$ cat src/rtl/led_scan_pkg.sv
// ----------------------------------------------------------------------------
// led_scan_pkg
// Shared sizing and field-layout helpers for the bi-colour seven-segment LED
// scan driver.
//
// Frame layout (first bit shifted = MSB):
//   { digit[NUM_DIGITS-1], ..., digit[0], bright[BRIGHT_W-1:0] }
// Each digit record (LSB first):
//   anode[LEDS-1:0] | grn[SEGS-1:0] | red[SEGS-1:0]
// ----------------------------------------------------------------------------
package led_scan_pkg;

  localparam int DEF_SEGS = 7;
  localparam int DEF_LEDS = 6;

  // Bit offsets inside a frame / digit record.
  localparam int BRIGHT_LSB = 0;
  localparam int ANODE_LSB  = 0;

  function automatic int dig_w(input int segs, input int leds);
    return 2 * segs + leds;
  endfunction

  function automatic int frame_w(input int num_digits, input int segs,
                                 input int leds, input int bright_w);
    return num_digits * dig_w(segs, leds) + bright_w;
  endfunction

  function automatic int grn_lsb(input int leds);
    return leds;
  endfunction

  function automatic int red_lsb(input int segs, input int leds);
    return leds + segs;
  endfunction

  // Frame bit position of the LSB of digit d's record.
  function automatic int digit_lsb(input int d, input int segs, input int leds,
                                   input int bright_w);
    return bright_w + d * dig_w(segs, leds);
  endfunction

  // Per-digit record at the default geometry.
  typedef struct packed {
    logic [DEF_SEGS-1:0] red;
    logic [DEF_SEGS-1:0] grn;
    logic [DEF_LEDS-1:0] anode;
  } digit_rec_t;

endpackage

$ cat src/rtl/led_scan_rx.sv
// ----------------------------------------------------------------------------
// led_scan_rx
// Host-side receiver: synchronises the three-wire serial link into the clk
// domain, shifts frame bits MSB first, and on a latch edge moves a complete
// frame into the shadow buffer (or flags a framing error).
//
// Ports:
//   clk, rst_n   oscillator clock, asynchronous active-low reset
//   sclk         host serial clock (asynchronous), rising edge shifts
//   sdata        host serial data
//   latch        host frame latch (asynchronous), rising edge commits
//   pending_clr  scan side has consumed the shadow frame this cycle
//   shadow       last correctly latched frame
//   pending      shadow holds a frame not yet applied
//   frame_err    sticky: a latch arrived with bit count != FRAME_W
// ----------------------------------------------------------------------------
module led_scan_rx #(
  parameter int FRAME_W = 88
) (
  input  logic               clk,
  input  logic               rst_n,
  input  logic               sclk,
  input  logic               sdata,
  input  logic               latch,
  input  logic               pending_clr,
  output logic [FRAME_W-1:0] shadow,
  output logic               pending,
  output logic               frame_err
);

  localparam int CNT_W = $clog2(FRAME_W + 2);
  localparam logic [CNT_W-1:0] CNT_FULL = CNT_W'(FRAME_W);
  localparam logic [CNT_W-1:0] CNT_SAT  = CNT_W'(FRAME_W + 1);

  logic [1:0]         sclk_sync;
  logic [1:0]         sdata_sync;
  logic [1:0]         latch_sync;
  logic               sclk_prev;
  logic               latch_prev;
  logic               sclk_rise;
  logic               latch_rise;
  logic [FRAME_W-1:0] shift_q;
  logic [CNT_W-1:0]   bit_cnt;

  // Two-flop synchronisers plus one stage of history for edge detection.
  always_ff @(posedge clk or negedge rst_n) begin
    if (!rst_n) begin
      sclk_sync  <= '0;
      sdata_sync <= '0;
      latch_sync <= '0;
      sclk_prev  <= 1'b0;
      latch_prev <= 1'b0;
    end else begin
      sclk_sync  <= {sclk_sync[0], sclk};
      sdata_sync <= {sdata_sync[0], sdata};
      latch_sync <= {latch_sync[0], latch};
      sclk_prev  <= sclk_sync[1];
      latch_prev <= latch_sync[1];
    end
  end

  assign sclk_rise  = sclk_sync[1] & ~sclk_prev;
  assign latch_rise = latch_sync[1] & ~latch_prev;

  always_ff @(posedge clk or negedge rst_n) begin
    if (!rst_n) begin
      // NOTE: the wide shift/shadow registers are reset on purpose: a reset
      // mid-transfer must leave no partial or stale frame behind.
      shift_q   <= '0;
      shadow    <= '0;
      bit_cnt   <= '0;
      pending   <= 1'b0;
      frame_err <= 1'b0;
    end else begin
      if (latch_rise) begin
        // A coincident sclk edge is dropped: the latch judges the count
        // as it stood before that bit.
        if (bit_cnt == CNT_FULL) begin
          shadow <= shift_q;
        end else begin
          frame_err <= 1'b1;
        end
        bit_cnt <= '0;
      end else if (sclk_rise) begin
        shift_q <= {shift_q[FRAME_W-2:0], sdata_sync[1]};
        if (bit_cnt != CNT_SAT) begin
          bit_cnt <= bit_cnt + 1'b1;
        end
      end

      // A new load wins over a consume in the same cycle.
      if (latch_rise && (bit_cnt == CNT_FULL)) begin
        pending <= 1'b1;
      end else if (pending_clr) begin
        pending <= 1'b0;
      end
    end
  end

endmodule

$ cat src/rtl/led_scan_driver.sv
// ----------------------------------------------------------------------------
// led_scan_driver
// Bi-colour seven-segment LED scan driver. Receives a display frame from a
// host over sclk/sdata/latch, double-buffers it, and swaps it in only at a
// scan-frame boundary so the display never tears. The scan walks every
// segment and every LED position; within each position a PWM counter gates
// the output against the global brightness.
//
// Ports:
//   clk, rst_n   oscillator clock, asynchronous active-low reset
//   sclk, sdata  host serial link (asynchronous)
//   latch        host frame commit (asynchronous, rising edge)
//   blank        synchronous force-dark
//   digit_o      per digit {red[SEGS], grn[SEGS], anode[LEDS]}, digit 0 LSBs
//   frame_err    sticky framing error
//   scan_wrap    one-cycle pulse at the end of every full scan frame
// ----------------------------------------------------------------------------
module led_scan_driver
  import led_scan_pkg::*;
#(
  parameter int NUM_DIGITS = 4,
  parameter int SEGS       = 7,
  parameter int LEDS       = 6,
  parameter int BRIGHT_W   = 8
) (
  input  logic                                   clk,
  input  logic                                   rst_n,
  input  logic                                   sclk,
  input  logic                                   sdata,
  input  logic                                   latch,
  input  logic                                   blank,
  output logic [NUM_DIGITS*(2*SEGS+LEDS)-1:0]    digit_o,
  output logic                                   frame_err,
  output logic                                   scan_wrap
);

  localparam int DIG_W   = dig_w(SEGS, LEDS);
  localparam int FRAME_W = frame_w(NUM_DIGITS, SEGS, LEDS, BRIGHT_W);
  localparam int GRN_LSB = grn_lsb(LEDS);
  localparam int RED_LSB = red_lsb(SEGS, LEDS);
  localparam int LED_W   = (LEDS > 1) ? $clog2(LEDS) : 1;
  localparam int SEG_W   = (SEGS > 1) ? $clog2(SEGS) : 1;

  logic [FRAME_W-1:0]          shadow;
  logic [FRAME_W-1:0]          active;
  logic                        pending;
  logic                        pending_clr;

  logic [BRIGHT_W-1:0]         pwm_cnt;
  logic [LED_W-1:0]            led_idx;
  logic [SEG_W-1:0]            seg_idx;
  logic                        pwm_wrap;
  logic                        led_last;
  logic                        seg_last;
  logic                        frame_wrap;

  logic [SEGS-1:0]             seg_hot;
  logic [LEDS-1:0]             led_hot;
  logic                        lit;
  logic [NUM_DIGITS*DIG_W-1:0] next_digits;

  led_scan_rx #(
    .FRAME_W (FRAME_W)
  ) u_rx (
    .clk         (clk),
    .rst_n       (rst_n),
    .sclk        (sclk),
    .sdata       (sdata),
    .latch       (latch),
    .pending_clr (pending_clr),
    .shadow      (shadow),
    .pending     (pending),
    .frame_err   (frame_err)
  );

  assign pwm_wrap    = &pwm_cnt;
  assign led_last    = (led_idx == LED_W'(LEDS - 1));
  assign seg_last    = (seg_idx == SEG_W'(SEGS - 1));
  assign frame_wrap  = pwm_wrap & led_last & seg_last;
  assign pending_clr = frame_wrap & pending;

  // Next output word from the current scan position and active frame.
  always_comb begin
    // NOTE: every always_comb output gets a default first so no path can
    // leave it unassigned and infer a latch.
    next_digits = '0;
    // NOTE: combinational blocks use blocking '=' so later statements see
    // the values just computed; only clocked state uses '<='.
    seg_hot = SEGS'(1) << seg_idx;
    led_hot = LEDS'(1) << led_idx;
    lit     = !blank && (pwm_cnt < active[BRIGHT_LSB +: BRIGHT_W]);
    if (lit) begin
      for (int d = 0; d < NUM_DIGITS; d++) begin
        next_digits[d*DIG_W + RED_LSB +: SEGS] =
          active[digit_lsb(d, SEGS, LEDS, BRIGHT_W) + RED_LSB +: SEGS] & seg_hot;
        next_digits[d*DIG_W + GRN_LSB +: SEGS] =
          active[digit_lsb(d, SEGS, LEDS, BRIGHT_W) + GRN_LSB +: SEGS] & seg_hot;
        next_digits[d*DIG_W + ANODE_LSB +: LEDS] =
          active[digit_lsb(d, SEGS, LEDS, BRIGHT_W) + ANODE_LSB +: LEDS] & led_hot;
      end
    end
  end

  always_ff @(posedge clk or negedge rst_n) begin
    if (!rst_n) begin
      pwm_cnt   <= '0;
      led_idx   <= '0;
      seg_idx   <= '0;
      active    <= '0;
      scan_wrap <= 1'b0;
      digit_o   <= '0;
    end else begin
      pwm_cnt <= pwm_cnt + 1'b1;
      if (pwm_wrap) begin
        led_idx <= led_last ? '0 : led_idx + 1'b1;
        if (led_last) begin
          seg_idx <= seg_last ? '0 : seg_idx + 1'b1;
        end
      end
      scan_wrap <= frame_wrap;
      // The frame swap happens only here, so a scan frame is never mixed.
      if (pending_clr) begin
        active <= shadow;
      end
      digit_o <= next_digits;
    end
  end

endmodule

$ cat config.mk
export PLATFORM = sky130hd
export DESIGN_NAME = led_scan_driver
export DESIGN_NICKNAME = d
export VERILOG_FILES = /design/src/rtl/led_scan_pkg.sv /design/src/rtl/led_scan_rx.sv /design/src/rtl/led_scan_driver.sv
export SDC_FILE = /design/constraint.sdc
export NUM_CORES = 1
export LEC_CHECK = 0
export BUFFER_PORTS_ARGS = -buffer_cell sky130_fd_sc_hd__buf_2
export CAP_MARGIN = 25
export CELL_PAD_IN_SITES_DETAIL_PLACEMENT = 1
export CELL_PAD_IN_SITES_GLOBAL_PLACEMENT = 2
export CORE_MARGIN = 2
export CORE_UTILIZATION = 30
export CTS_CLUSTER_DIAMETER = 150
export DETAILED_ROUTE_END_ITERATION = 6
export GPL_ROUTABILITY_DRIVEN = 0
export PLACE_DENSITY = 0.67
export SYNTH_ARGS = -nofsm -noshare
export SYNTH_HDL_FRONTEND = slang
export SYNTH_SLANG_ARGS = --single-unit
$ cat constraint.sdc
create_clock -name clk -period 3.5 [get_ports clk]
set_clock_uncertainty 0.2 [all_clocks]
set_input_delay 0 -clock clk [delete_from_list [all_inputs] [get_ports clk]]
set_output_delay 0 -clock clk [all_outputs]
set_load 0.1 [all_outputs]
## Word level (Yosys, flattened, before mapping)

Cells that the tools add are included.
Widths: inputs -> output; s select.

- Input bits: 6
- Bits in registers: 376
- Logic and storage cells: 68

- Mux-type cells: 8
- $lt $le $gt $ge: 1
- Eq/ne operators: 4
- Bitwise logic cells: 21
- Shift-type cells: 2
- $add $sub $neg: 4
- Reduce and logical (&&, ||, !) cells: 12

Operators by type and width:

| operator | count |
|---|---|
| $mux 80 | 1 |
| $and 7x7->7 | 8 |
| $and 6x6->6 | 4 |
| $mux 7 | 3 |
| $reduce_and 9->1 | 1 |
| $add 8x1->8 const B | 1 |
| $lt 8x8->1 | 1 |
| $reduce_and 2->1 | 4 |
| $reduce_and 8->1 | 1 |
| $add 7x1->7 const B | 1 |
| $eq 7x7->1 const B | 1 |
| $ne 7x7->1 const B | 1 |
| $shl 1x3->7 const A | 1 |
| $add 3x1->3 const B | 2 |
| $eq 3x3->1 const B | 2 |
| $mux 3 | 2 |
| $reduce_bool 2->1 | 3 |
| $shl 1x3->6 const A | 1 |
| $and 1x1->1 | 5 |
| $not 1->1 | 4 |
| $logic_and 1x1->1 | 2 |
| $mux 1 | 2 |
| $logic_not 1->1 | 1 |

## Logic depth before layout (Yosys ltp)

Gate-level depths: netlist (run 1).

- Depth after elaboration: 6
- Mapped depth: 8

## Hierarchy

A second synthesis (run 1) with hierarchy kept.

- Cells, all modules: 991
- Area, all modules: 14621.5 um2

By module, submodules not included:

| module | area each (um2) | cells each | instances |
|---|---|---|---|
| led_scan_driver | 7413.4 | 558 | 1 |
| led_scan_rx | 7208.2 | 433 | 1 |

## Least setup slack after synthesis (run 1)

OpenSTA, ideal clock, no wires.

- Path kind: reg-to-reg
- Start: register pwm_cnt[7]
- End: register digit_o[23]
- Path buffers: 2
- Clock period less this slack: 2121 ps
- Cell stages (with the launch flop): 8
- Setup slack: 1379 ps
- Arrival time: 1800 ps
- Required time: 3179 ps
- Cell sequence: dfrtp_1 > ha_1 > and4_1 > o21ai_0 > o211ai_1 > clkbuf_1 > buf_2 > nor2_1

- Longest elaborated chain between the ends: 3

Ends and longest elaborated chain:

| what | line | source |
|---|---|---|
| start, declared | led_scan_driver.sv:49 | `logic [BRIGHT_W-1:0] pwm_cnt;` |
| start signal, assigned | led_scan_driver.sv:113 | `pwm_cnt <= pwm_cnt + 1'b1;` |
| $lt 8x8->1 | led_scan_driver.sv:91 | `lit = !blank && (pwm_cnt < active[BRIGHT_LSB +: BRIGHT_W]);` |
| $logic_and 1x1->1 | led_scan_driver.sv:91 |  |
| $mux 80 | led_scan_driver.sv:92 | `if (lit) begin` |
| named net next_digits[23] | led_scan_driver.sv:60 | `logic [NUM_DIGITS*DIG_W-1:0] next_digits;` |
| end signal, assigned | led_scan_driver.sv:125 | `digit_o <= next_digits;` |
| end, declared | led_scan_driver.sv:32 | `output logic [NUM_DIGITS*(2*SEGS+LEDS)-1:0] digit_o,` |

The timed path passes the listed nets, and every way through them passes these cells.
A chain may end at the register's enable or synchronous reset.

## Worst setup path after layout (run 1)

- Start: register u_rx.latch_sync[1]
- End: register u_rx.shadow[5]

- Longest elaborated chain between the ends: 2

Ends and longest elaborated chain:

| what | line | source |
|---|---|---|
| start, declared | led_scan_rx.sv:37 | `logic [1:0] latch_sync;` |
| start signal, assigned | led_scan_rx.sv:56 | `latch_sync <= {latch_sync[0], latch};` |
| $and 1x1->1 | led_scan_rx.sv:63 | `assign latch_rise = latch_sync[1] & ~latch_prev;` |
| $reduce_and 2->1 (no source line) | n/a |  |
| end signal, assigned | led_scan_rx.sv:79 | `shadow <= shift_q;` |
| end, declared | led_scan_rx.sv:26 | `output logic [FRAME_W-1:0] shadow,` |

Every way passes these cells.

==> results.json, run 1 <==
{
  "cts.path.max_buffers": 3,
  "grt_setup_unrepaired": "false",
  "layout_commonest_cell": "dfrtp_1",
  "cts_tree": "built",
  "ys_types": 42,
  "syn_area_mm2": 0.0142,
  "vias": 7740,
  "critPathMaxStageDelay_ns": 0.61,
  "ys.flop_type": "dfrtp_1",
  "yosysTopAreaCell": "dfrtp_1",
  "dr.pass1.iters": 6,
  "die_h_um": 222,
  "io_pins": 88,
  "yosysTopAreaCellShare_pct": 66.3,
  "met1_length_um": 14400,
  "grt-ovfl-total": 0,
  "cts_root_buffer": "clkbuf_16",
  "nets": 1086,
  "start_util_pct": 30.4,
  "setup_viol": 0,
  "violations": "DRC",
  "most-common-layout-cells": "dfrtp_1 (376), mux2_2 (244), buf_2 (86)",
  "drt-initial-drc-count": 283,
  "wl_met2_um": 14700,
  "slew_headroom_pct": 41.0,
  "grt_use_total_pct": 12.8,
  "ctsHtreeMaxLevel": 2,
  "start_kind": "flop",
  "postSynth.asyncResetShare_pct": 100,
  "p_leak_uw": 0.00845,
  "routed.top_layer": "met4",
  "die_width_um": 222,
  "synth_enable_flop_cells": 0,
  "area_growth_syn_to_layout_pct": 18.8,
  "cp_top_family": "simple AND/OR/NAND/NOR gates",
  "rows": 79,
  "crit_fanout": 20,
  "crit_slowest_cell": "nor2b_1",
  "power.total_uw": 9020,
  "numCtsBuffers": 41,
  "drc": 9,
  "end_kind": "flop",
  "period_needed_ns": 2.54,
  "status": "finished, violations left",
  "required_ns": 3.71,
  "drv_slew": 0,
  "yosys_warnings": 0,
  "fmax_ghz": 0.394,
  "synth_area_per_cell_um2": 14.9,
  "maxCapViolCount": 0,
  "fin_crit_sh_pct": 72.4,
  "grt_pass1_vias": 8491,
  "clk_pin_slew_ns": 0.06,
  "grt_first_pass_wirelength_um": 49800,
  "seq_area_frac_synth_pct": 66.3,
  "die_area_mm2": 0.0491,
  "post_cts_buffers": 0,
  "clkLatencyLatePin_ns": 0.54,
  "antenna_left": 0,
  "portBuffers": 87,
  "syn_inst": 956,
  "antenna_found_initial": 0,
  "synth_area_leaders": "dfrtp_1 (66%), mux2_2 (19%), mux2_4 (2.1%), nor4_1 (1.6%), nand2_1 (1.4%)",
  "power_density_mw_per_mm2": 535,
  "met3_length_um": 1130,
  "cp.arrival_ns": 2.75,
  "peakVddDrop_uv": 313,
  "ys_ff_latch": 376,
  "post_drt_wl_per_cell_um": 18.0,
  "clkSinkCount": 376,
  "hpwl_um": 18600,
  "wl_um": 30700,
  "cp_num_buf_inv": 2,
  "vias_per_cell": 4.55,
  "tns_ns": 0,
  "crit_chain": "nor2b_1 -> inv_1 -> nor3_4 -> buf_4 -> mux2_2",
  "worstMarginPinSlew_ns": 0.885,
  "syn_nets": 975,
  "drive_gt1_share_pct": 40.0,
  "hold_viol_final": 0,
  "diodes": 0,
  "fp.coreArea_mm2": 0.0467,
  "fillers": 4823,
  "path_class": "reg -> reg",
  "hp-class": "in -> reg",
  "grt_max_degree": 85
}
==> sequential cells by signal (all words and copies together), names as in the netlist, 2 cells and up <==
register         cells
u_rx.latch_sync      2
active              88
u_rx.sdata_sync      2
led_idx              3
u_rx.shadow         88
u_rx.shift_q        88
u_rx.bit_cnt         7
digit_o             80
u_rx.sclk_sync       2
seg_idx              3
pwm_cnt              8
==> report_power, final <==
| part | switching [uW] | internal (uW) |
|---|---|---|
| sequential | 61.2 | 4430 |
| combinational | 142 | 102 |
| clock | 1720 | 2580 |
| total | 1920 | 7100 |
==> layer usage <==
metal	up-vias	global-route usage [%]
met5	-	0
met4	0	3.40
met3	43	2.49
met2	98	21.2
met1	4100	17.4
li1	3499	-
==> cell usage after synthesis, types with 3 or more instances <==
cell        n
dfrtp_1   376
nand2b_1    3
a21oi_1     3
nand3_1     4
ha_1       13
xor2_1      3
nand2_1    53
nor3_1     11
nor2_1     36
buf_6       3
mux2_4     20
clkbuf_1   11
o21ai_0     8
nor4_1     36
and3_1      4
and4b_1     8
buf_2      29
mux2_2    244
nor2b_1     3
inv_1      52
xnor2_1     8
==> path summary, 6_finish.rpt <==
path                       slack [ns]                from            endpoint  cells past startpoint
max                              0.96  u_rx.latch_sync[1]      u_rx.shadow[5]                      5
min                              0.04               blank          digit_o[0]                      5
max reg2reg                      0.96  u_rx.latch_sync[1]      u_rx.shadow[5]                      5
min reg2reg                      0.15   u_rx.sclk_sync[0]   u_rx.sclk_sync[1]                      0
max in group asynchronous        2.23               rst_n          active[43]                      4
min in group asynchronous        0.46               rst_n  u_rx.sdata_sync[0]                      4
==> stage by stage <==
step                utilization, %  hold WS [ns]  instances  cell area, um2  worst slack, ns
floorplan                        -        -0.496        956           14200             1.38
global placement              33.1        -0.136       1622           15400            0.884
detailed placement            33.1        -0.124       1622           15400            0.874
CTS                           36.2        0.0301       1702           16900            0.871
global route                  36.2        0.0933       1702           16900            0.757
finish                        36.2        0.0372       1702           16900            0.964
==> worst min-delay path: cells and delay by family <==
family                 cells  cell delay (ns)
buffers and inverters      2             0.45
AOI/OAI and AO/OA          1             0.14
and+or+nand+nor            2             0.13
==> final cells by class <==
| type | instances | area [um2] | area share (%) |
|---|---|---|---|
| flip-flops and latches | 376 | 9410 | 55.8 |
| clock buffers | 61 | 1230 | 7.31 |
| clock inverters | 10 | 104 | 0.616 |
| multi-input cells | 481 | 4360 | 25.8 |
| inverters | 52 | 195 | 1.16 |
| repair buffers | 115 | 808 | 4.79 |
| well taps | 607 | 759 | 4.50 |
==> kinds of logic after synthesis <==
logic type | count (synthesis) | synth area share (%)
simple gates | 173 | 6.45
xor+xnor | 11 | 0.679
mux | 266 | 21.6
fa+ha+maj | 13 | 1.15
buf+inv | 99 | 3.08
flops | 376 | 66.3
compound gates | 18 | 0.767
==> what timing repair did <==
action | 4_1_cts | 5_1_grt
hold buffers | 9 | 0
resized for setup | 0 | 0
endpoints found under the hold margin | 379 | 0
Note: power is estimated with default switching activity, not from simulation.
==> run 2: changes to the inputs <==
--- a/config.mk
+++ b/config.mk
@@ -14,7 +14,7 @@
 export CTS_CLUSTER_DIAMETER = 150
 export DETAILED_ROUTE_END_ITERATION = 6
 export GPL_ROUTABILITY_DRIVEN = 0
-export PLACE_DENSITY = 0.67
+export PLACE_DENSITY = 0.69
 export SYNTH_ARGS = -nofsm -noshare
 export SYNTH_HDL_FRONTEND = slang
 export SYNTH_SLANG_ARGS = --single-unit
==> constraint.sdc (replaced) <==
create_clock -name clk -period 2.15 [get_ports clk]
set_clock_uncertainty 0.2 [all_clocks]
set_input_delay 0 -clock clk [delete_from_list [all_inputs] [get_ports clk]]
set_output_delay 0 -clock clk [all_outputs]
set_load 0.1 [all_outputs]
==> run 2 against run 1 <==
The run ends with DRC, setup timing left. Power rose by 66%. Critical path type unchanged. Maximum frequency up 16%. Sequential power up 63%.
==> results.json, run 2 (synthesis results as in run 1) <==
{
  "status": "finished, violations left",
  "violations": "DRC, setup timing",
  "post_drt_wl_per_cell_um": 18.8,
  "crit_chain": "inv_2 -> ha_4 -> a211o_1 -> a31oi_2 -> o211ai_1 -> clkbuf_16 -> buf_12 -> buf_4 -> nor2_1",
  "power_density_mw_per_mm2": 830,
  "crit_fanout": 19,
  "p_leak_uw": 0.00893,
  "antenna_left": 0,
  "p_sw_share_pct": 21.4,
  "period_needed_ns": 2.19,
  "final_util_pct": 38.8,
  "clkSinkCount": 376,
  "switchingPower_uw": 3210,
  "cts_tree": "built",
  "final_cells": 1773,
  "critPathMaxStageDelay_ns": 0.39,
  "hp-class": "reg -> reg",
  "most-common-layout-cells": "dfrtp_1 (376), mux2_2 (244), buf_2 (86)",
  "setup_viol": 21,
  "nets": 1152,
  "crit_slowest_cell": "dfrtp_1",
  "seq_power_share_pct": 48.7,
  "ctsHtreeMaxLevel": 2,
  "io_pins": 88,
  "layout_commonest_cell": "dfrtp_1",
  "start_kind": "flop",
  "wl_um": 33300,
  "grt_use_total_pct": 13.2,
  "area_growth_syn_to_layout_pct": 27.3,
  "die_h_um": 222,
  "hpwl_um": 20700,
  "fin_area_mm2": 0.0181,
  "peakVddDrop_uv": 392,
  "grt_max_degree": 65,
  "end_kind": "flop",
  "drc": 20,
  "dr.pass1.iters": 6,
  "vias_per_cell": 4.53,
  "multi_input_area_mm2": 0.00470,
  "regArea_mm2": 0.00941,
  "placed_area_mm2": 0.0159,
  "finalWorstSetupSlack_ns": -0.0418,
  "cp.arrival_ns": 2.47,
  "worstMarginPinSlew_ns": 0.729,
  "maxCapViolCount": 0,
  "dpl_worst_slack_ns": -0.117,
  "fp.coreArea_mm2": 0.0467,
  "tns_ns": -0.386,
  "clk_pin_slew_ns": 0.06,
  "clockPowerShare_pct": 48.5,
  "clkLatencyLatePin_ns": 0.55,
  "antenna_found_initial": 0,
  "start_util_pct": 30.4,
  "drt-initial-drc-count": 369,
  "fillers": 4764,
  "grt_pass1_vias": 8733,
  "cp_top_family": "buffers and inverters",
  "dp_cells": 1667,
  "drv_slew": 0,
  "grt_setup_unrepaired": "true",
  "hold_viol_final": 0,
  "p_int_uw": 11800,
  "rows": 79,
  "die_area_mm2": 0.0491,
  "cp_num_buf_inv": 4,
  "cts_root_buffer": "clkbuf_16",
  "fmax_ghz": 0.456,
  "required_ns": 2.42,
  "slew_headroom_pct": 51.3,
  "path_class": "reg -> reg",
  "drive_gt1_share_pct": 47.5,
  "fin_crit_sh_pct": 102,
  "die_width_um": 222,
  "portBuffers": 87,
  "vias": 8029,
  "largest_registers": "active x88, u_rx.shadow x88, u_rx.shift_q x88",
  "numCtsBuffers": 40,
  "comb_power_share_pct": 2.8,
  "grt_first_pass_wirelength_um": 50900,
  "grt-ovfl-total": 0,
  "cts.path.max_buffers": 3
}
[run 2: area by class of cell]
type                       count  area share (%)
timing repair buffer         182            8.91
clock inverter                18            1.31
antenna                        1          0.0138
clock buffer                  56            6.43
multi-input combinational    481            26.0
tap                          607            4.20
sequential                   376            52.0
inverter                      52            1.08
[run 2: routing by layer]
metal / part of all wire (%) / vias up / GRT usage [%]
met5: 0 / - / 0
met4: 1.9 / 0 / 3.42
met2: 49 / 114 / 21.7
met1: 46 / 4227 / 17.7
met3: 3.7 / 45 / 3.03
li1: - / 3643 / -
[run 2: path summary, 6_finish.rpt]
path / start / endpoint / slack, ns / cells after the start
worst min-delay path: u_rx.latch_sync[0] / u_rx.latch_sync[1] / 0.15 / 0
min in group asynchronous: rst_n / digit_o[16] / 0.33 / 3
max in group asynchronous: rst_n / u_rx.shadow[62] / 0.56 / 4
worst min register to register: u_rx.latch_sync[0] / u_rx.latch_sync[1] / 0.15 / 0
worst max-delay path: active[2] / digit_o[76] / -0.04 / 9
worst max register to register: active[2] / digit_o[76] / -0.04 / 9
[run 2: worst register-to-register path, delay by kind of cell, from the launching register on]
| kind | cells | cell delay [ns] |
|---|---|---|
| DFF | 1 | 0.39 |
| AOI/OAI and AO/OA | 3 | 0.59 |
| buffers and inverters | 4 | 0.64 |
| and+or+nand+nor | 1 | 0.10 |
| adders and majority gates | 1 | 0.20 |
[run 2: through the flow]
stage          hold slack (ns)  power, uW
6_report                 0.153      15000
5_1_grt                  0.167      15600
4_1_cts                  0.156      15200
3_5_place_dp            -0.193       7840
3_3_place_gp            -0.185       7830
2_1_floorplan           -0.496       7580
[run 2: timing repair]
action | CTS | global route
cloned | 0 | 11
hold endpoints to repair | 408 | 0
pin swaps | 0 | 8
setup buffers | 0 | 13
setup endpoints to repair | 50 | 153
hold buffers | 9 | 0
gates resized for setup | 23 | 45
[run 2: power groups by stage]
stage,clock [uW],sequential [uW],combinational [uW]
after global routing,7810,7320,482
after CTS,7500,7310,422
after detailed placement,0,7440,408
after global placement,0,7430,400
after floorplan,0,7390,188
final,7280,7310,420
